`src/rtl/vend_pkg.sv`:
```
// Shared types and constants for the vending sequencer.
// Coin denominations and the controller state encoding live here so the top and tests agree.
package vend_pkg;

    typedef enum logic [1:0] {
        ST_IDLE   = 2'd0,
        ST_CREDIT = 2'd1,
        ST_VEND   = 2'd2,
        ST_CHANGE = 2'd3
    } vend_state_t;

    localparam int unsigned COIN5_VAL  = 5;
    localparam int unsigned COIN10_VAL = 10;

endpackage

```
`src/rtl/vend_timeout_ctr.sv`:
```
// Inactivity down-counter: reload on activity, count while enabled, flag when exhausted.
// Saturates at zero so an expiry that loses a priority race stays visible next cycle.
module vend_timeout_ctr #(
    parameter int unsigned TIMEOUT_CYC = 1000
) (
    input  logic clk,
    input  logic rst,
    input  logic reload,
    input  logic en,
    output logic expired
);

    localparam int unsigned CW = $clog2(TIMEOUT_CYC + 1);
    // Loaded with TIMEOUT_CYC-1 so expiry is seen exactly TIMEOUT_CYC cycles after the reload edge.
    localparam logic [CW-1:0] LOAD_VAL = CW'(TIMEOUT_CYC - 1);

    logic [CW-1:0] count;

    always_ff @(posedge clk or posedge rst) begin
        if (rst) begin
            count <= '0;
        end else if (reload) begin
            count <= LOAD_VAL;
        end else if (en && (count != '0)) begin
            count <= count - CW'(1);
        end
    end

    assign expired = (count == '0);

endmodule

```
`src/rtl/vend_sequencer.sv`:
```
// Multi-product vending controller: credit accumulation, price check, dispense handshake,
// coin-by-coin change return and refund on cancel or inactivity. All outputs are registered.
module vend_sequencer
    import vend_pkg::*;
#(
    parameter int unsigned NPROD       = 4,
    parameter int unsigned CREDIT_W    = 8,
    parameter int unsigned MAX_CREDIT  = 100,
    parameter int unsigned TIMEOUT_CYC = 1000
) (
    input  logic                        clk,
    input  logic                        rst,
    input  logic                        coin5,
    input  logic                        coin10,
    input  logic                        cancel,
    input  logic                        sel_valid,
    input  logic [$clog2(NPROD)-1:0]    sel_id,
    input  logic [NPROD*CREDIT_W-1:0]   prices,
    output logic                        disp_req,
    output logic [$clog2(NPROD)-1:0]    disp_id,
    input  logic                        disp_done,
    output logic                        chg_req,
    output logic                        chg_coin,
    input  logic                        chg_ack,
    output logic                        coin_reject,
    output logic                        sel_denied,
    output logic [CREDIT_W-1:0]         credit,
    output logic                        busy
);

    localparam int unsigned IDW = $clog2(NPROD);
    localparam logic [CREDIT_W:0]   MAX_EXT = (CREDIT_W + 1)'(MAX_CREDIT);
    localparam logic [CREDIT_W-1:0] C5      = CREDIT_W'(COIN5_VAL);
    localparam logic [CREDIT_W-1:0] C10     = CREDIT_W'(COIN10_VAL);

    vend_state_t          state_q, state_d;
    logic [CREDIT_W-1:0]  credit_d;
    logic [IDW-1:0]       disp_id_d;
    logic                 chg_req_d, chg_coin_d, coin_reject_d, sel_denied_d;
    logic                 disp_req_d, busy_d;

    logic                 tmo_reload, tmo_en, tmo_expired;
    logic [CREDIT_W-1:0]  price_sel;
    logic [CREDIT_W-1:0]  coin_val;
    logic                 coin_any;
    logic [CREDIT_W:0]    credit_sum;
    logic                 coin_fits;
    logic [CREDIT_W-1:0]  credit_after_chg;
    vend_state_t          refund_state;
    logic                 refund_req, refund_coin;

    vend_timeout_ctr #(
        .TIMEOUT_CYC(TIMEOUT_CYC)
    ) u_tmo (
        .clk     (clk),
        .rst     (rst),
        .reload  (tmo_reload),
        .en      (tmo_en),
        .expired (tmo_expired)
    );

    always_comb begin
        price_sel = '0;
        for (int unsigned i = 0; i < NPROD; i++) begin
            if (sel_id == IDW'(i)) begin
                price_sel = prices[i*CREDIT_W +: CREDIT_W];
            end
        end
    end

    // coin10 wins a simultaneous insertion; the coin5 is always bounced in that case.
    always_comb begin
        coin_any = coin5 | coin10;
        coin_val = '0;
        if (coin10) begin
            coin_val = C10;
        end else if (coin5) begin
            coin_val = C5;
        end
        credit_sum       = {1'b0, credit} + {1'b0, coin_val};
        coin_fits        = (credit_sum <= MAX_EXT);
        credit_after_chg = credit - (chg_coin ? C10 : C5);
        refund_state     = (credit == '0) ? ST_IDLE : ST_CHANGE;
        refund_req       = (credit != '0);
        refund_coin      = (credit >= C10);
    end

    always_comb begin
        state_d       = state_q;
        credit_d      = credit;
        disp_id_d     = disp_id;
        chg_req_d     = chg_req;
        chg_coin_d    = chg_coin;
        coin_reject_d = coin5 & coin10;
        sel_denied_d  = 1'b0;
        tmo_reload    = 1'b0;
        tmo_en        = 1'b0;

        case (state_q)
            ST_IDLE: begin
                sel_denied_d = sel_valid;
                if (coin_any) begin
                    if (coin_fits) begin
                        credit_d   = credit_sum[CREDIT_W-1:0];
                        state_d    = ST_CREDIT;
                        tmo_reload = 1'b1;
                    end else begin
                        coin_reject_d = 1'b1;
                    end
                end
            end

            ST_CREDIT: begin
                tmo_en = 1'b1;
                if (cancel) begin
                    coin_reject_d = coin_reject_d | coin_any;
                    state_d       = refund_state;
                    chg_req_d     = refund_req;
                    chg_coin_d    = refund_coin;
                end else if (sel_valid) begin
                    // Selection is judged on the pre-coin credit; a same-cycle coin bounces.
                    coin_reject_d = coin_reject_d | coin_any;
                    if (credit >= price_sel) begin
                        credit_d  = credit - price_sel;
                        disp_id_d = sel_id;
                        state_d   = ST_VEND;
                    end else begin
                        sel_denied_d = 1'b1;
                    end
                end else if (tmo_expired) begin
                    coin_reject_d = coin_reject_d | coin_any;
                    state_d       = refund_state;
                    chg_req_d     = refund_req;
                    chg_coin_d    = refund_coin;
                end else if (coin_any) begin
                    if (coin_fits) begin
                        credit_d   = credit_sum[CREDIT_W-1:0];
                        tmo_reload = 1'b1;
                    end else begin
                        coin_reject_d = 1'b1;
                    end
                end
            end

            ST_VEND: begin
                coin_reject_d = coin_reject_d | coin_any;
                if (disp_done) begin
                    state_d    = refund_state;
                    chg_req_d  = refund_req;
                    chg_coin_d = refund_coin;
                end
            end

            ST_CHANGE: begin
                coin_reject_d = coin_reject_d | coin_any;
                if (chg_req) begin
                    if (chg_ack) begin
                        credit_d  = credit_after_chg;
                        chg_req_d = 1'b0;
                        if (credit_after_chg == '0) begin
                            state_d = ST_IDLE;
                        end
                    end
                end else if (credit == '0) begin
                    state_d = ST_IDLE;
                end else begin
                    chg_req_d  = 1'b1;
                    chg_coin_d = (credit >= C10);
                end
            end

            default: begin
                state_d = ST_IDLE;
            end
        endcase

        disp_req_d = (state_d == ST_VEND);
        busy_d     = (state_d == ST_VEND) || (state_d == ST_CHANGE);
    end

    always_ff @(posedge clk or posedge rst) begin
        if (rst) begin
            state_q     <= ST_IDLE;
            credit      <= '0;
            disp_id     <= '0;
            disp_req    <= 1'b0;
            chg_req     <= 1'b0;
            chg_coin    <= 1'b0;
            coin_reject <= 1'b0;
            sel_denied  <= 1'b0;
            busy        <= 1'b0;
        end else begin
            state_q     <= state_d;
            credit      <= credit_d;
            disp_id     <= disp_id_d;
            disp_req    <= disp_req_d;
            chg_req     <= chg_req_d;
            chg_coin    <= chg_coin_d;
            coin_reject <= coin_reject_d;
            sel_denied  <= sel_denied_d;
            busy        <= busy_d;
        end
    end

endmodule

```
`config.mk`:
```
export PLATFORM = sky130hd
export DESIGN_NAME = vend_sequencer
export DESIGN_NICKNAME = d
export VERILOG_FILES = /design/src/rtl/vend_pkg.sv /design/src/rtl/vend_timeout_ctr.sv /design/src/rtl/vend_sequencer.sv
export SDC_FILE = /design/constraint.sdc
export NUM_CORES = 1
export LEC_CHECK = 0
export ABC_AREA = 1
export BUFFER_PORTS_ARGS = -buffer_cell sky130_fd_sc_hd__buf_2
export CELL_PAD_IN_SITES_DETAIL_PLACEMENT = 0
export CELL_PAD_IN_SITES_GLOBAL_PLACEMENT = 1
export CORE_UTILIZATION = 42
export DETAILED_ROUTE_END_ITERATION = 8
export PLACE_DENSITY_LB_ADDON = 0.2
export SYNTH_ARGS = -nofsm -noshare
export SYNTH_HDL_FRONTEND = slang
export SYNTH_SLANG_ARGS = --single-unit
```
`constraint.sdc`:
```
create_clock -name clk -period 4.1 [get_ports clk]
set_clock_uncertainty 0.1 [all_clocks]
set_input_delay 0.205 -clock clk [delete_from_list [all_inputs] [get_ports clk]]
set_output_delay 0.205 -clock clk [all_outputs]
set_load 0.05 [all_outputs]
```
# Yosys cells after proc, flatten, opt, wreduce, memory -nomap -nowiden
# Index checks and enable logic that the tools add are counted.
classes:
  addsub: 4
  multipliers: 0
  n_div: 0
  magnitude_cmp: 3
  eq_ne: 18
  shift: 0
  mux: 63
  bitwise: 4
  reduce_logical: 17
op_table:
  columns: ["operator", "count"]
  rows:
  - ["$mux W8", 12]
  - ["$mux W1", 27]
  - ["$mux W2", 12]
  - ["$pmux W8 S3", 1]
  - ["$mux W10", 2]
  - ["$logic_not A8 Y1", 2]
  - ["$eq A2 B2 Y1 const B", 6]
  - ["$ne A2 B2 Y1 const B", 6]
  - ["$ne A3 B3 Y1 const B", 4]
  - ["$reduce_and A6 Y1", 2]
  - ["$logic_not A10 Y1", 1]
  - ["$reduce_bool A10 Y1", 1]
  - ["$sub A10 B1 Y10 const B", 1]
  - ["$add A8 B8 Y9", 1]
  - ["$le A9 B7 Y1 const B", 1]
  - ["$pmux W1 S3", 3]
  - ["$ge A8 B4 Y1 const B", 1]
  - ["$ge A8 B8 Y1", 1]
  - ["$mux W4", 2]
  - ["$pmux W2 S4", 1]
  - ["$reduce_and A4 Y1", 2]
  - ["$reduce_bool A8 Y1", 1]
  - ["$sub A8 B4 Y8", 1]
  - ["$sub A8 B8 Y8", 1]
  - ["other kinds (12)", 17]
word_totals:
  ff_bits: 28
  latch_bits: 0
  mem_bits_rw: 0
  mem_bits_ro: 0
  input_bits: 42
  wordCells: 119
  mem_count: 0

# Logic depth before layout (Yosys ltp)
depth:
  word_depth: 12
  ltp_mapped: 22
  depth_no_buf: 22

# By module
# Synthesis repeated with hierarchy kept, for this count alone.
unflattened:
  hier_cells: 469
  hier_area_um2: 3015.4
modules_own_cells:
  columns: ["mod", "instances", "cells_per_inst", "area_each_um2", "seq_area_each_um2"]
  rows:
  - ["vend_sequencer", 1, 376, 2321.0, 425.4]
  - ["vend_timeout_ctr", 1, 93, 694.4, 250.2]

# Worst setup path before layout
# OpenSTA, ideal clock, no wires.
synth_path:
  path_kind: "in2reg"
  from: "input port sel_id[1]"
  to: "register credit[5]"
  setup_ps: 121
  arrival_ps: 2586
  required_time_ps: 3879
  setup_slack_ps: 1294
  path_stages: 21
  path_buffers: 0
  cell_sequence: "clkinv_1 nor2_1 inv_1 o21ai_0 nand2_1 ha_1 fa_1 inv_1 nand2_1 nand2_1 nand2_1 nand2_1 nand2_1 nand3_1 inv_1 o21ai_0 nand2_1 clkinv_1 o21ai_2 nand2_1 nand2_1"
synth_between:
  elab_chain_len: 10
  elab_cells_between_ends: 16
  classes_between: "add/sub: 1; order compare: 1; eq/ne: 4; mux: 8; reduce/logical: 2"
synth_rtl:
  columns: ["item", "line_no", "text"]
  rows:
  - ["start: declaration", "vend_sequencer.sv:17", "input logic [$clog2(NPROD)-1:0] sel_id,"]
  - ["$logic_not A2 Y1", "vend_sequencer.sv:65", "if (sel_id == IDW'(i)) begin"]
  - ["$mux W8 (3 in series)", "vend_sequencer.sv:65", null]
  - ["$mux W8 (*)", "vend_sequencer.sv:65", null]
  - ["$sub A8 B8 Y8", "vend_sequencer.sv:124", "credit_d = credit - price_sel;"]
  - ["$mux W8", "vend_sequencer.sv:123", "if (credit >= price_sel) begin"]
  - ["$mux W8", "vend_sequencer.sv:120", "end else if (sel_valid) begin"]
  - ["$mux W8", "vend_sequencer.sv:115", "if (cancel) begin"]
  - ["$pmux W8 S3", "vend_sequencer.sv:99", "case (state_q)"]
  - ["end signal: assignment", "vend_sequencer.sv:194", "credit <= credit_d;"]
  - ["end: declaration", "vend_sequencer.sv:27", "output logic [CREDIT_W-1:0] credit,"]
# Mark *: on every way between the ends. The rest lies on a longest branch, timed or not. The select of a mux whose other input is x is not followed.
# A chain may end at the register's enable or synchronous reset.

# Worst setup path after layout
# Same ends and word-level chain as after synthesis.

==> metrics.md <==
| Metric | Value |
|---|---|
| Max Slew Vio Count | `0` |
| Synthesized Nets | `517` |
| Clk pin slew, worst setup/hold paths | `110 ps` |
| Critical path class | `input port to register` |
| Initial Utilization | `approximately 44%` |
| Hold Crit Class | `input port to asynchronous set/reset pin` |
| # DRC | `2` |
| Leak | `1.765 nW` |
| Die area | `around 7200 um^2` |
| GR Util All Layers | `between 20% and 30%` |
| Synthesized cell area | `approximately 2900 um^2` |
| Hold bufs inserted after CTS | `0` |
| Multiplexer area fraction after synthesis | `0%` |
| Max clock buf depth | `2` |
| Top FF cell, synth | `dfrtp_1` |
| Synth top area share | `between 20 and 25%` |
| VDD IR max | `between 0.5 and 0.6 mV` |
| Vias in the first global route | `2946` |
| Share of cells above drive strength 1 | `around 17%` |
| CTS sink count | `28` |
| Post-synthesis compound-gate area fraction | `approximately 14%` |
| Clock Latency Late Sink | `between 200 and 300 ps` |
| Post-synthesis sequential area ratio | `24.45%` |
| Remaining antenna violation count | `0` |
| Avg Synthesized Cell Area | `6.270 um^2` |
| Initial antenna violation count | `0` |
| Status | `complete, but fails checks` |
| Grt total ovfl | `0` |
| Routed vias | `~3200` |
| Min Hold Slack | `between 60 and 70 ps` |
| PD cells | `approximately 800 nW/um^2` |
| Cell depth of the worst flop-to-flop path | `17` |
| Adder-Cell Fraction of Synth Area | `between 8 and 9%` |
| Worst-path maximum fanout | `9` |
| Synth Area in XOR/XNOR | `1.834%` |
| Fin crit period | `just over 3000 ps` |
| Final hold viol count | `0` |
| Max-Slew Margin vs Limit | `approximately 27%` |
| Main combinational cell family by area after synthesis | `simple AND/OR/NAND/NOR gates` |
| Reg2reg setup slack | `around 1300 ps` |
| Synth Area in Simple Gates | `41.66%` |
| Largest cells by area after synthesis | `dfrtp_1, nand2_1, nand3_1, inv_1, ha_1` |
| FP Rows | `29` |
| Final Setup Violations | `0` |
| Library cells used by synthesis | `36` |
| Crit-path leading delay family | `simple AND/OR/NAND/NOR gates` |
| 1st-iter DRT viols | `~160` |
| RSZ-0062 raised after global routing | `no` |
| Die extent in x | `between 80 and 90 um` |
| Post-synth EDFFs | `0` |
| Failing checks | `DRC` |
| CP arrival | `roughly 3200 ps` |
| Nets@finish | `approximately 580` |
| DR pass1 iterations | `7` |
| CP Capture Type | `register` |
| Worst Tran Pin Value | `about 1100 ps` |
| Asr flop ratio synth | `100.0%` |
| First-pass GRT wire length | `13.28 mm` |
| Max Cap Viol | `0` |
| Worst setup SP type | `input port` |
| Crit path largest cell delay | `around 400 ps` |
| HPWL after DPL | `roughly 6.4 mm` |
| Area Overhead vs Synth | `15.02%` |
| Cell mode on critical path | `nand2_1` |
| Via density | `5.345` |
| Final Cycle Share | `75.51%` |
| CTS H-tree lvls | `1` |
| Most frequent cells after synthesis | `nand2_1, inv_1, nand3_1` |
| Flops & latches, synth | `28` |
| Setup_tns | `0 ps` |
| Largest net degree at the start of global routing | `29` |
| I/O Buffers | `57` |
| Die Height | `roughly 85 um` |
| Clock root buffer master | `clkbuf_8` |
| Crit-path cells | `buf_2 > clkinv_1 > nor2_1 > inv_1 > o21ai_0 > nand2_1 > ha_1 > fa_1 > inv_1 > nand2_1 > nand2_1 > nand2_1 > nand2_1 > nand2_1 > nand3_1 > inv_1 > o21ai_0 > nand2_1 > clkinv_1 > o21ai_2 > nand2_1 > nand2_1` |
| CP required | `about 4200 ps` |
| Crit path buf inv count | `6` |
| Most numerous cell in the Yosys netlist | `nand2_1` |
| Slowest cell on crit path | `nor2_1` |
| FMAX | `approximately 0.32 GHz` |
| Number of gates resized after cts | `0` |
| Gp weighted congestion | `0.8657` |
| Fill cells | `719` |
| I/O pin count | `58` |
| Core Area | `6459 um^2` |
| Setup bufs post-CTS | `0` |
| RR Endpoint | `credit[5]$_DFFE_PP0P_` |
| Drt wl/cell | `between 10 and 15 um` |
| Yosys warns | `0` |
| Post-synth top area cell | `dfrtp_1` |
| TritonCTS clock tree | `done` |
| Ant. Diodes | `0` |
| Num CTS Buffers | `3` |
| Final wirelength | `between 7 and 8 mm` |
| Post-Syn Instances | `roughly 460` |
| Worst R2R Start | `credit[0]$_DFFE_PP0P_` |
flip-flops by register name, indices dropped and copies added (netlist names):
name and flops:
busy 1, chg_coin 1, chg_req 1, coin_reject 1, credit 8, disp_id 2, disp_req 1, sel_denied 1
state_q 2, u_tmo.count 10
worst max path at each step:
stage	from	to	slack [ps]	cells past startpoint
after floorplan	sel_id[1]	credit[5]$_DFFE_PP0P_	1290	21
after detailed placement	sel_id[1]	credit[7]$_DFFE_PP0P_	680	22
final	sel_id[1]	credit[5]$_DFFE_PP0P_	1000	22
after global routing	sel_id[1]	credit[5]$_DFFE_PP0P_	590	23
after CTS	sel_id[1]	credit[5]$_DFFE_PP0P_	990	22
after global placement	sel_id[1]	credit[5]$_DFFE_PP0P_	800	22
cell type report:
type	count	area [um^2]	share of cell area, %
well taps	77	96.34	2.923
flip-flops and latches	28	700.7	21.26
clock buffers	3	41.29	1.253
repair buffers	57	285.3	8.656
inverters	67	251.5	7.631
multi-input cells	359	1891	57.37
clock inverters	1	30.03	0.9112
per-layer routing:
metal / up-vias / part of all wire (%) / GRT usage [%]
met3: 7 / 3.6 / 1.967
met4: 0 / 0.88 / 4.777
met5: - / 0 / 0
li1: 1634 / - / -
met1: 1457 / 47 / 30.53
met2: 66 / 48 / 39.62
worst register-to-register path: cells and delay by family, from the launching register on:
kind / cells / cell delay, ps
adder cells (fa/ha/maj): 2 / 600
buffers and inverters: 4 / 560
flip-flops: 1 / 450
AO/OA/AOI/OAI: 2 / 240
AND/OR/NAND/NOR: 9 / 730
through the flow:
stage	setup WS (ps)	util, %	std cells	power [mW]	cell area (um^2)
floorplan	1294	-	457	1.968	2865
global placement	802.4	49.92	588	2.376	3224
detailed placement	682.4	49.92	588	2.394	3224
CTS	991.0	51.03	592	2.631	3296
global route	586.5	51.03	592	2.881	3296
finish	1004	51.03	592	2.632	3296
layout by cell type (no fill, tap or decap), types with 3 or more instances in the layout:
cell        n
nand4_1    13
o22ai_1     4
nor2_1     45
nor3_1      8
or2_2       7
fa_1        3
buf_2      57
clkbuf_8    3
nand3_1    54
nand3_2     5
inv_1      60
o31ai_1     3
clkinv_1    3
inv_2       4
nand2_1   124
o21ai_0    22
dfrtp_1    28
xor2_1      5
ha_1       15
a21oi_1    30
power by group:
part | internal [mW] | switching, mW
sequential | 0.382 | 0.148
clock | 0.131 | 0.101
combinational | 0.592 | 1.28
total | 1.11 | 1.53
cells by family after synthesis:
| logic type | Yosys count |
|---|---|
| AND/OR/NAND/NOR | 265 |
| buffers and inverters | 70 |
| XOR/XNOR | 6 |
| flip-flops | 28 |
| AO/OA/AOI/OAI | 70 |
| adder cells (fa/ha/maj) | 18 |
(Power assumes the default switching activity.)
